<file path="config.mk">
export PLATFORM = sky130hd
export DESIGN_NAME = atctlc2axi500_sync_fifo_lvl_flat
export DESIGN_NICKNAME = d
export VERILOG_FILES = /design/src/rtl/atctlc2axi500_fifo_pkg.sv /design/src/rtl/atctlc2axi500_sync_fifo_lvl_if.sv /design/src/rtl/atctlc2axi500_mux_onehot.sv /design/src/rtl/atctlc2axi500_sync_fifo_lvl.sv /design/src/flat_wrapper.sv
export SDC_FILE = /design/constraint.sdc
export NUM_CORES = 1
export LEC_CHECK = 0
export ABC_AREA = 1
export BUFFER_PORTS_ARGS = -buffer_cell sky130_fd_sc_hd__buf_2
export CORE_MARGIN = 2
export CORE_UTILIZATION = 50
export DETAILED_ROUTE_END_ITERATION = 7
export PLACE_DENSITY = 0.8
export SLEW_MARGIN = 20
export SYNTH_ARGS = -nofsm -noshare
export SYNTH_HDL_FRONTEND = slang
export SYNTH_HIERARCHICAL = 1
export SYNTH_SLANG_ARGS = --single-unit
</file>
<file path="constraint.sdc">
create_clock -name clk -period 3.39 [get_ports clk]
set_clock_uncertainty 0.1 [all_clocks]
set_input_delay 0.339 -clock clk [delete_from_list [all_inputs] [get_ports clk]]
set_output_delay 0.339 -clock clk [all_outputs]
set_load 0.005 [all_outputs]
</file>
<file path="src/rtl/atctlc2axi500_fifo_pkg.sv">
// Shared FIFO helpers: width derivations
// and the wrapping pointer increment.
package atctlc2axi500_fifo_pkg;

  function automatic int clog2(input int v);
    int r;
    r = 0;
    while ((1 << r) < v) r++;
    return r;
  endfunction

  function automatic int lvl_w(input int cap);
    return clog2(cap + 1);
  endfunction

  function automatic int ptr_w(input int depth);
    return (depth <= 2) ? 1 : clog2(depth);
  endfunction

  // Wraps at depth-1, so any depth works,
  // power of two or not.
  function automatic int unsigned ptr_inc(
    input int unsigned p,
    input int unsigned depth
  );
    return (p >= depth - 1) ? 0 : p + 1;
  endfunction

endpackage

</file>
<file path="src/rtl/atctlc2axi500_sync_fifo_lvl_if.sv">
// Write/read handshake, flush and status
// bundle of the level-reporting sync FIFO.
interface atctlc2axi500_sync_fifo_lvl_if #(
  parameter int WIDTH = 8,
  parameter int LVL_W = 3
);
  logic             flush;
  logic [WIDTH-1:0] wdata;
  logic             wvalid;
  logic             wready;
  logic [WIDTH-1:0] rdata;
  logic             rvalid;
  logic             rready;
  logic [LVL_W-1:0] level;
  logic             almost_full;
  logic             almost_empty;

  modport master (
    output flush, wdata, wvalid, rready,
    input  wready, rdata, rvalid,
    input  level, almost_full, almost_empty
  );

  modport slave (
    input  flush, wdata, wvalid, rready,
    output wready, rdata, rvalid,
    output level, almost_full, almost_empty
  );
endinterface

</file>
<file path="src/rtl/atctlc2axi500_mux_onehot.sv">
// AND-OR data selector driven by a
// one-hot select vector.
module atctlc2axi500_mux_onehot #(
  parameter int N = 4,
  parameter int W = 8
) (
  input  logic [N-1:0]   sel_i,
  input  logic [N*W-1:0] data_i,
  output logic [W-1:0]   data_o
);

  // OR together every input gated by its select bit
  always_comb begin
    data_o = '0;
    for (int i = 0; i < N; i++) begin
      data_o = data_o | (data_i[i*W +: W] & {W{sel_i[i]}});
    end
  end

endmodule

</file>
<file path="src/rtl/atctlc2axi500_sync_fifo_lvl.sv">
// Single-clock valid/ready FIFO with level,
// almost flags, flush and optional output reg.
module atctlc2axi500_sync_fifo_lvl
  import atctlc2axi500_fifo_pkg::*;
#(
  parameter int DEPTH       = 4,
  parameter int WIDTH       = 8,
  parameter int OUT_REG     = 0,
  parameter int AF_LVL      = DEPTH - 1,
  parameter int AE_LVL      = 1,
  parameter int RAR_SUPPORT = 0
) (
  input logic clk,
  input logic reset_n,
  atctlc2axi500_sync_fifo_lvl_if.slave bus
);

  localparam int CAP   = DEPTH + OUT_REG;
  localparam int LVL_W = lvl_w(CAP);
  localparam int PTR_W = ptr_w(DEPTH);
  localparam int CNT_W = clog2(DEPTH + 1);

  if (DEPTH < 2) begin : g_bad_depth
    $error("DEPTH must be at least 2");
  end
  if (AF_LVL < 1 || AF_LVL > CAP) begin : g_bad_af
    $error("AF_LVL must be in 1..CAP");
  end
  if (AE_LVL < 0 || AE_LVL >= CAP) begin : g_bad_ae
    $error("AE_LVL must be in 0..CAP-1");
  end

  logic             oor_q;
  logic [CNT_W-1:0] cnt_q, cnt_d;
  logic [PTR_W-1:0] wptr_q, wptr_d;
  logic [PTR_W-1:0] rptr_q, rptr_d;
  logic [LVL_W-1:0] level_q, level_d;
  logic             af_q, af_d;
  logic             ae_q, ae_d;
  logic             wready, rvalid;
  logic             wr_fire, rd_fire;
  logic             pop, ovalid_d;

  logic [WIDTH-1:0]       mem_q [DEPTH];
  logic [DEPTH*WIDTH-1:0] mem_flat;
  logic [DEPTH-1:0]       rsel;
  logic [WIDTH-1:0]       head;

  assign wready  = (cnt_q != CNT_W'(DEPTH))
                 & ~bus.flush & oor_q;
  assign wr_fire = bus.wvalid & wready;
  assign rd_fire = rvalid & bus.rready;

  // Flatten storage and decode rptr one-hot
  always_comb begin
    rsel     = '0;
    mem_flat = '0;
    for (int i = 0; i < DEPTH; i++) begin
      rsel[i] = (rptr_q == PTR_W'(i));
      mem_flat[i*WIDTH +: WIDTH] = mem_q[i];
    end
  end

  atctlc2axi500_mux_onehot #(
    .N(DEPTH),
    .W(WIDTH)
  ) u_rmux (
    .sel_i (rsel),
    .data_i(mem_flat),
    .data_o(head)
  );

  if (OUT_REG != 0) begin : g_oreg
    logic             ovalid_q;
    logic [WIDTH-1:0] oreg_q;

    // Refill the output stage whenever it
    // is empty or being consumed.
    assign pop = (cnt_q != '0)
               & (~ovalid_q | rd_fire)
               & ~bus.flush;
    assign ovalid_d = ~bus.flush
                    & (pop | (ovalid_q & ~rd_fire));
    assign rvalid    = ovalid_q & ~bus.flush;
    assign bus.rdata = oreg_q;

    // Output-stage valid flag
    always_ff @(posedge clk or negedge reset_n) begin
      if (!reset_n) ovalid_q <= 1'b0;
      else          ovalid_q <= ovalid_d;
    end

    if (RAR_SUPPORT != 0) begin : g_rar
      // Output data register, reset to zero
      always_ff @(posedge clk or negedge reset_n) begin
        if (!reset_n) oreg_q <= '0;
        else if (pop) oreg_q <= head;
      end
    end else begin : g_norar
      // Output data register, no reset
      always_ff @(posedge clk) begin
        if (pop) oreg_q <= head;
      end
    end
  end else begin : g_noreg
    assign pop       = rd_fire;
    assign ovalid_d  = 1'b0;
    assign rvalid    = (cnt_q != '0) & ~bus.flush;
    assign bus.rdata = head;
  end

  // Next-state pointers, count, level, flags
  always_comb begin
    wptr_d = wptr_q;
    rptr_d = rptr_q;
    if (wr_fire)
      wptr_d = PTR_W'(ptr_inc(32'(wptr_q),
                              DEPTH));
    if (pop)
      rptr_d = PTR_W'(ptr_inc(32'(rptr_q),
                              DEPTH));
    cnt_d = cnt_q + CNT_W'(wr_fire)
                  - CNT_W'(pop);
    if (bus.flush) begin
      cnt_d  = '0;
      wptr_d = '0;
      rptr_d = '0;
    end
    level_d = LVL_W'(cnt_d) + LVL_W'(ovalid_d);
    af_d    = level_d >= LVL_W'(AF_LVL);
    ae_d    = level_d <= LVL_W'(AE_LVL);
  end

  // Control and status registers
  always_ff @(posedge clk or negedge reset_n) begin
    if (!reset_n) begin
      oor_q   <= 1'b0;
      cnt_q   <= '0;
      wptr_q  <= '0;
      rptr_q  <= '0;
      level_q <= '0;
      af_q    <= (AF_LVL <= 0);
      ae_q    <= 1'b1;
    end else begin
      oor_q   <= 1'b1;
      cnt_q   <= cnt_d;
      wptr_q  <= wptr_d;
      rptr_q  <= rptr_d;
      level_q <= level_d;
      af_q    <= af_d;
      ae_q    <= ae_d;
    end
  end

  if (RAR_SUPPORT != 0) begin : g_mem_rar
    // Storage write, cleared on reset
    always_ff @(posedge clk or negedge reset_n) begin
      if (!reset_n) begin
        for (int i = 0; i < DEPTH; i++)
          mem_q[i] <= '0;
      end else if (wr_fire) begin
        mem_q[wptr_q] <= bus.wdata;
      end
    end
  end else begin : g_mem_norar
    // Storage write, contents not reset
    always_ff @(posedge clk) begin
      if (wr_fire) mem_q[wptr_q] <= bus.wdata;
    end
  end

  assign bus.wready       = wready;
  assign bus.rvalid       = rvalid;
  assign bus.level        = level_q;
  assign bus.almost_full  = af_q;
  assign bus.almost_empty = ae_q;

endmodule
</file>
<file path="src/flat_wrapper.sv">
// flat-port wrapper written by rule: the top's interface ports become plain ports
module atctlc2axi500_sync_fifo_lvl_flat import atctlc2axi500_fifo_pkg::*;
#(
  parameter int DEPTH       = 4,
  parameter int WIDTH       = 8,
  parameter int OUT_REG     = 0,
  parameter int AF_LVL      = DEPTH - 1,
  parameter int AE_LVL      = 1,
  parameter int RAR_SUPPORT = 0
)
  (clk, reset_n, bus_flush, bus_wdata, bus_wvalid, bus_rready, bus_wready, bus_rdata, bus_rvalid, bus_level, bus_almost_full, bus_almost_empty);
  atctlc2axi500_sync_fifo_lvl_if #(.WIDTH(WIDTH)) bus_i ();
  input logic clk;
  input logic reset_n;
  input wire logic [$bits(bus_i.flush)-1:0] bus_flush;
  input wire logic [$bits(bus_i.wdata)-1:0] bus_wdata;
  input wire logic [$bits(bus_i.wvalid)-1:0] bus_wvalid;
  input wire logic [$bits(bus_i.rready)-1:0] bus_rready;
  output wire logic [$bits(bus_i.wready)-1:0] bus_wready;
  output wire logic [$bits(bus_i.rdata)-1:0] bus_rdata;
  output wire logic [$bits(bus_i.rvalid)-1:0] bus_rvalid;
  output wire logic [$bits(bus_i.level)-1:0] bus_level;
  output wire logic [$bits(bus_i.almost_full)-1:0] bus_almost_full;
  output wire logic [$bits(bus_i.almost_empty)-1:0] bus_almost_empty;
  assign bus_i.flush = bus_flush;
  assign bus_i.wdata = bus_wdata;
  assign bus_i.wvalid = bus_wvalid;
  assign bus_i.rready = bus_rready;
  assign bus_wready = bus_i.wready;
  assign bus_rdata = bus_i.rdata;
  assign bus_rvalid = bus_i.rvalid;
  assign bus_level = bus_i.level;
  assign bus_almost_full = bus_i.almost_full;
  assign bus_almost_empty = bus_i.almost_empty;
  atctlc2axi500_sync_fifo_lvl #(.DEPTH(DEPTH), .WIDTH(WIDTH), .OUT_REG(OUT_REG), .AF_LVL(AF_LVL), .AE_LVL(AE_LVL), .RAR_SUPPORT(RAR_SUPPORT)) u_core (.clk(clk), .reset_n(reset_n), .bus(bus_i));
endmodule
</file>
==> results.txt <==
In this run the clock root is driven by a sky130_fd_sc_hd__clkbuf_8. Combinational logic is responsible for 28.1% of the overall power. The worst path arrival time is 2.42 ns, and the worst-case register-to-register setup slack is 1.08 ns. The initial standard-cell utilization of the core was 52.07%. The tools report the total grt overflow as 0. For the worst setup path, the data required time is 3.51 ns. The number of CTS-inserted buffers came out at 5. The clock network accounts for 23.7% of the total power.

The global routing usage on met1 was 17.98%. In the synthesized netlist the async set-or-reset flop fraction comes to 23.81%. The flow ran to the end, and the final reports show no timing, DRC or antenna violations. For the number of standard cells after synthesis, the log shows 188. The run gives 22 as the cell row count.

Of the total power, the share spent switching nets is 32.13%. Synthesis produced a netlist with a net count of 212. The highest cell delay on the worst timing path was 0.46 ns; the standard cell core area was 3689 µm². The final critical path takes up 68.04% of the cycle. First-pass detailed-route iteration total: 4. In this run the remaining antenna-violating nets after routing total 0. The number of synthesized register bits was 42; the footprint of the multi-input gates was 553.0 µm². The signal on the critical path passes through nor2_4 -> nand2_1 -> nand3_2 -> inv_1 -> ha_1 -> inv_1 -> ha_1 -> inv_1 -> fa_1 -> nor2_1 -> inv_1 -> o21ai_0.

Cell internal power was estimated by the tool at 0.8943 mW. The filler cells instantiated in the layout total 310. The die covers 4353 µm². The worst register-to-register path begins at u_core/bus.level[1]$_DFF_PN0_.

The clock passes through at most 2 buffers. For this run, the top clock speed supported by timing is 433.6 MHz. The biggest area contributor in the post-synthesis netlist is sky130_fd_sc_hd__edfxtp_1. For the total half-perimeter wirelength after legalization and detailed placement, the log shows 2189 µm. Sorting the synthesized cells by how often they occur yields sky130_fd_sc_hd__nand2_1 (69), sky130_fd_sc_hd__inv_1 (35), sky130_fd_sc_hd__edfxtp_1 (32).

The analysis attributes to net switching a power of 0.4234 mW. Summing the sequential cell areas from Yosys gives 63.13% of the chip area. For this run, the post-layout net count is 243. The number of cells traversed by the worst hold path came out at 1.

In the post-synthesis netlist, the biggest area contributors are sky130_fd_sc_hd__edfxtp_1 (50%), sky130_fd_sc_hd__nand2_1 (13%), sky130_fd_sc_hd__dfrtp_1 (12%), sky130_fd_sc_hd__inv_1 (6.8%), sky130_fd_sc_hd__ha_1 (6.5%). For this run, the number of Yosys warnings is 6. The average instance in the mapped netlist occupies 10.22 µm². Summed over all cells, the static leakage comes to 1.042 nW.

Buffers added to address setup during post-CTS repair amount to 0. The width of the chip works out to 65.98 µm. In this run the tightest slew margin relative to its limit is 42.48%. Setup repair after global routing left no endpoint under its margin. The post-detailed-route wirelength per cell was 12.01 µm; the routed via count was 1223. Clock tree synthesis found a total of 42 sinks. CTS built an H-tree with a depth of 2. The clock period minus worst slack is 2.306 ns, and the antenna diode instance count is 0.

The routability congestion estimate is 0.8081, and the final worst hold slack is 0.1501 ns. The die is 65.98 µm tall. Setup slack on the critical path of the routed design comes to 1.084 ns. Pin placement for this block handled 28 I/O pins. Category of the critical setup timing path: flop to flop.

For the worst-skew pair, the clock arrives at the later sink with an insertion delay of 0.30 ns. Global routing used 17.38% of the available tracks across all layers. The number of synthesized flops with an enable pin came out at 32. Of all nets on the critical path, the largest fanout is 5.

The pin count of the biggest net entering global routing is 14. For this design, the slowest cell found on the critical path is sky130_fd_sc_hd__dfrtp_1. The path class of the tightest hold or removal check is input pin to flop. The worst hold path begins at bus_wdata[3].

The end point of the worst hold path was u_core/mem_q[2][3]$_DFFE_PP_. Counting distinct cell types in the post-synthesis netlist gives 22. In this run, flip-flops and latches consume 48.2% of the power.

In the final layout, flip-flops and latches occupy 1212 µm². In the post-synthesis netlist, the cell with the most instances is sky130_fd_sc_hd__nand2_1. After clock tree synthesis, the clock-pin slew on the worst setup and hold paths is 0.08 ns.

Via density per instance: 4.563. The power density normalized to cell area is 601.1 nW/µm². The growth of design area from synthesis to finish is 14.14%, and the total negative slack is 0 ns. The met3 track utilization from global routing is 3.748%, and the final count of pins violating max slew is 0. The number of antenna violations at the first check in global routing was 0; the number of cells on the worst reg-to-reg path was 12. TritonCTS built the clock tree.

In this run the most used layer during global routing was met2. In this run, the number of DRC markers left after iteration 0 of detailed routing was 57. The remaining design rule violation count was 0; the share of final-layout standard cells stronger than drive strength 1 was 19.09%. Among the stages of the critical path, the cell type that occurs most often is sky130_fd_sc_hd__inv_1.

For the post-place setup slack, the log shows 1.093 ns. The synthesized design devotes to its leading area cell type 50.03% of total area. At the pin with the least slew margin, the transition time is 0.8596 ns. The startpoint kind of the worst setup timing path was a flop. Setup violations remaining at the end of the flow were counted as 0. The tools report the total length of routed wires as 3218 µm. The run gives 31.31% as the global-route track usage on met2. STA classifies the critical path endpoint as a flop.

For the total count of hold-check failures in the final report, the log shows 0. The top flip-flop cell by instance count after synthesis is sky130_fd_sc_hd__edfxtp_1. After synthesis the cells add up to 1921 µm². The number of max-cap violations is 0, and the wire length of the first global-routing pass is 5244 µm. The tools report the number of global-route vias before repair as 1182. In this run the critical register-to-register path is captured at u_core/bus.almost_full$_DFF_PN0_. IR analysis of the VDD net gives a maximum drop of 0.0004563 V. Number of port buffers: 27.
layout by cell type, fill, tap and decap left out, drive strengths merged, types with 2 or more instances in the layout:
master / netlist / final
edfxtp: 32 / 32
inv: 36 / 36
dfrtp: 9 / 9
ha: 10 / 10
nand4: 2 / 2
nand3: 8 / 8
buf: 1 / 27
clkbuf: 3 / 6
nor2: 10 / 10
clkinv: 0 / 2
nand2: 71 / 71
registers in the layout, indices dropped and copies added (netlist names):
| signal | flops |
|---|---|
| u_core/wptr_q | 2 |
| u_core/bus.level | 3 |
| u_core/bus.almost_full | 1 |
| u_core/oor_q | 1 |
| u_core/mem_q | 32 |
| u_core/bus.almost_empty | 1 |
| u_core/rptr_q | 2 |
per-layer routing:
metal | up-vias | wire (µm)
li1 | 638 | -
met1 | 554 | 1348
met2 | 24 | 1652
met3 | 7 | 120
met4 | 0 | 97
met5 | - | 0
power by group through the flow:
stage	Clock [mW]	Combinational (mW)	Sequential [mW]
after floorplan	0	0.239	0.644
after global placement	0	0.363	0.646
after detailed placement	0	0.375	0.646
after CTS	0.322	0.378	0.635
after global routing	0.341	0.432	0.641
final	0.313	0.370	0.635
kinds of logic (layout without fill, tap and decap cells):
family,count (synthesis),after routing,share of synthesized area [%]
other,1,1,0.1953
adder cells (fa/ha/maj),11,11,7.557
buffers and inverters,40,72,8.078
flip-flops,42,42,63.13
AND/OR/NAND/NOR,92,92,20.52
AO/OA/AOI/OAI,2,2,0.5207
cell type report:
class | count | area share, %
clock inverter | 2 | 0.6279
inverter | 36 | 6.164
timing repair buffer | 28 | 6.621
sequential | 42 | 55.31
multi-input combinational | 106 | 25.23
tap | 48 | 2.740
clock buffer | 6 | 3.311
timing repair:
item	CTS	global route
setup endpoints to repair	0	0
hold buffers	1	0
hold endpoints to repair	9	0
resized for setup	0	0
metrics by stage:
step                      util (%)  power (mW)  instance area [µm²]  std cells
after detailed placement     56.82       1.021                 2096        259
after global routing         59.43       1.415                 2192        268
after global placement       56.82       1.009                 2096        259
after floorplan                  -      0.8834                 1921        188
final                        59.43       1.318                 2192        268
after CTS                    59.43       1.336                 2192        268
critical path, delay by kind of cell (launching register included):
| family | cells | cell delay (ns) |
|---|---|---|
| fa+ha+maj | 3 | 0.84 |
| simple gates | 4 | 0.47 |
| flops | 1 | 0.46 |
| buf+inv | 4 | 0.21 |
| compound gates | 1 | 0.15 |
worst max-delay path by stage:
stage	startpoint	end	cells past startpoint
floorplan	u_core/bus.level[1]$_DFF_PN0_	u_core/bus.almost_full$_DFF_PN0_	12
global placement	u_core/bus.level[1]$_DFF_PN0_	u_core/bus.almost_full$_DFF_PN0_	12
finish	u_core/bus.level[1]$_DFF_PN0_	u_core/bus.almost_full$_DFF_PN0_	12
CTS	u_core/bus.level[1]$_DFF_PN0_	u_core/bus.almost_full$_DFF_PN0_	12
detailed placement	u_core/bus.level[1]$_DFF_PN0_	u_core/bus.almost_full$_DFF_PN0_	12
global route	u_core/bus.level[1]$_DFF_PN0_	u_core/bus.almost_full$_DFF_PN0_	12
(Power assumes the default switching activity.)
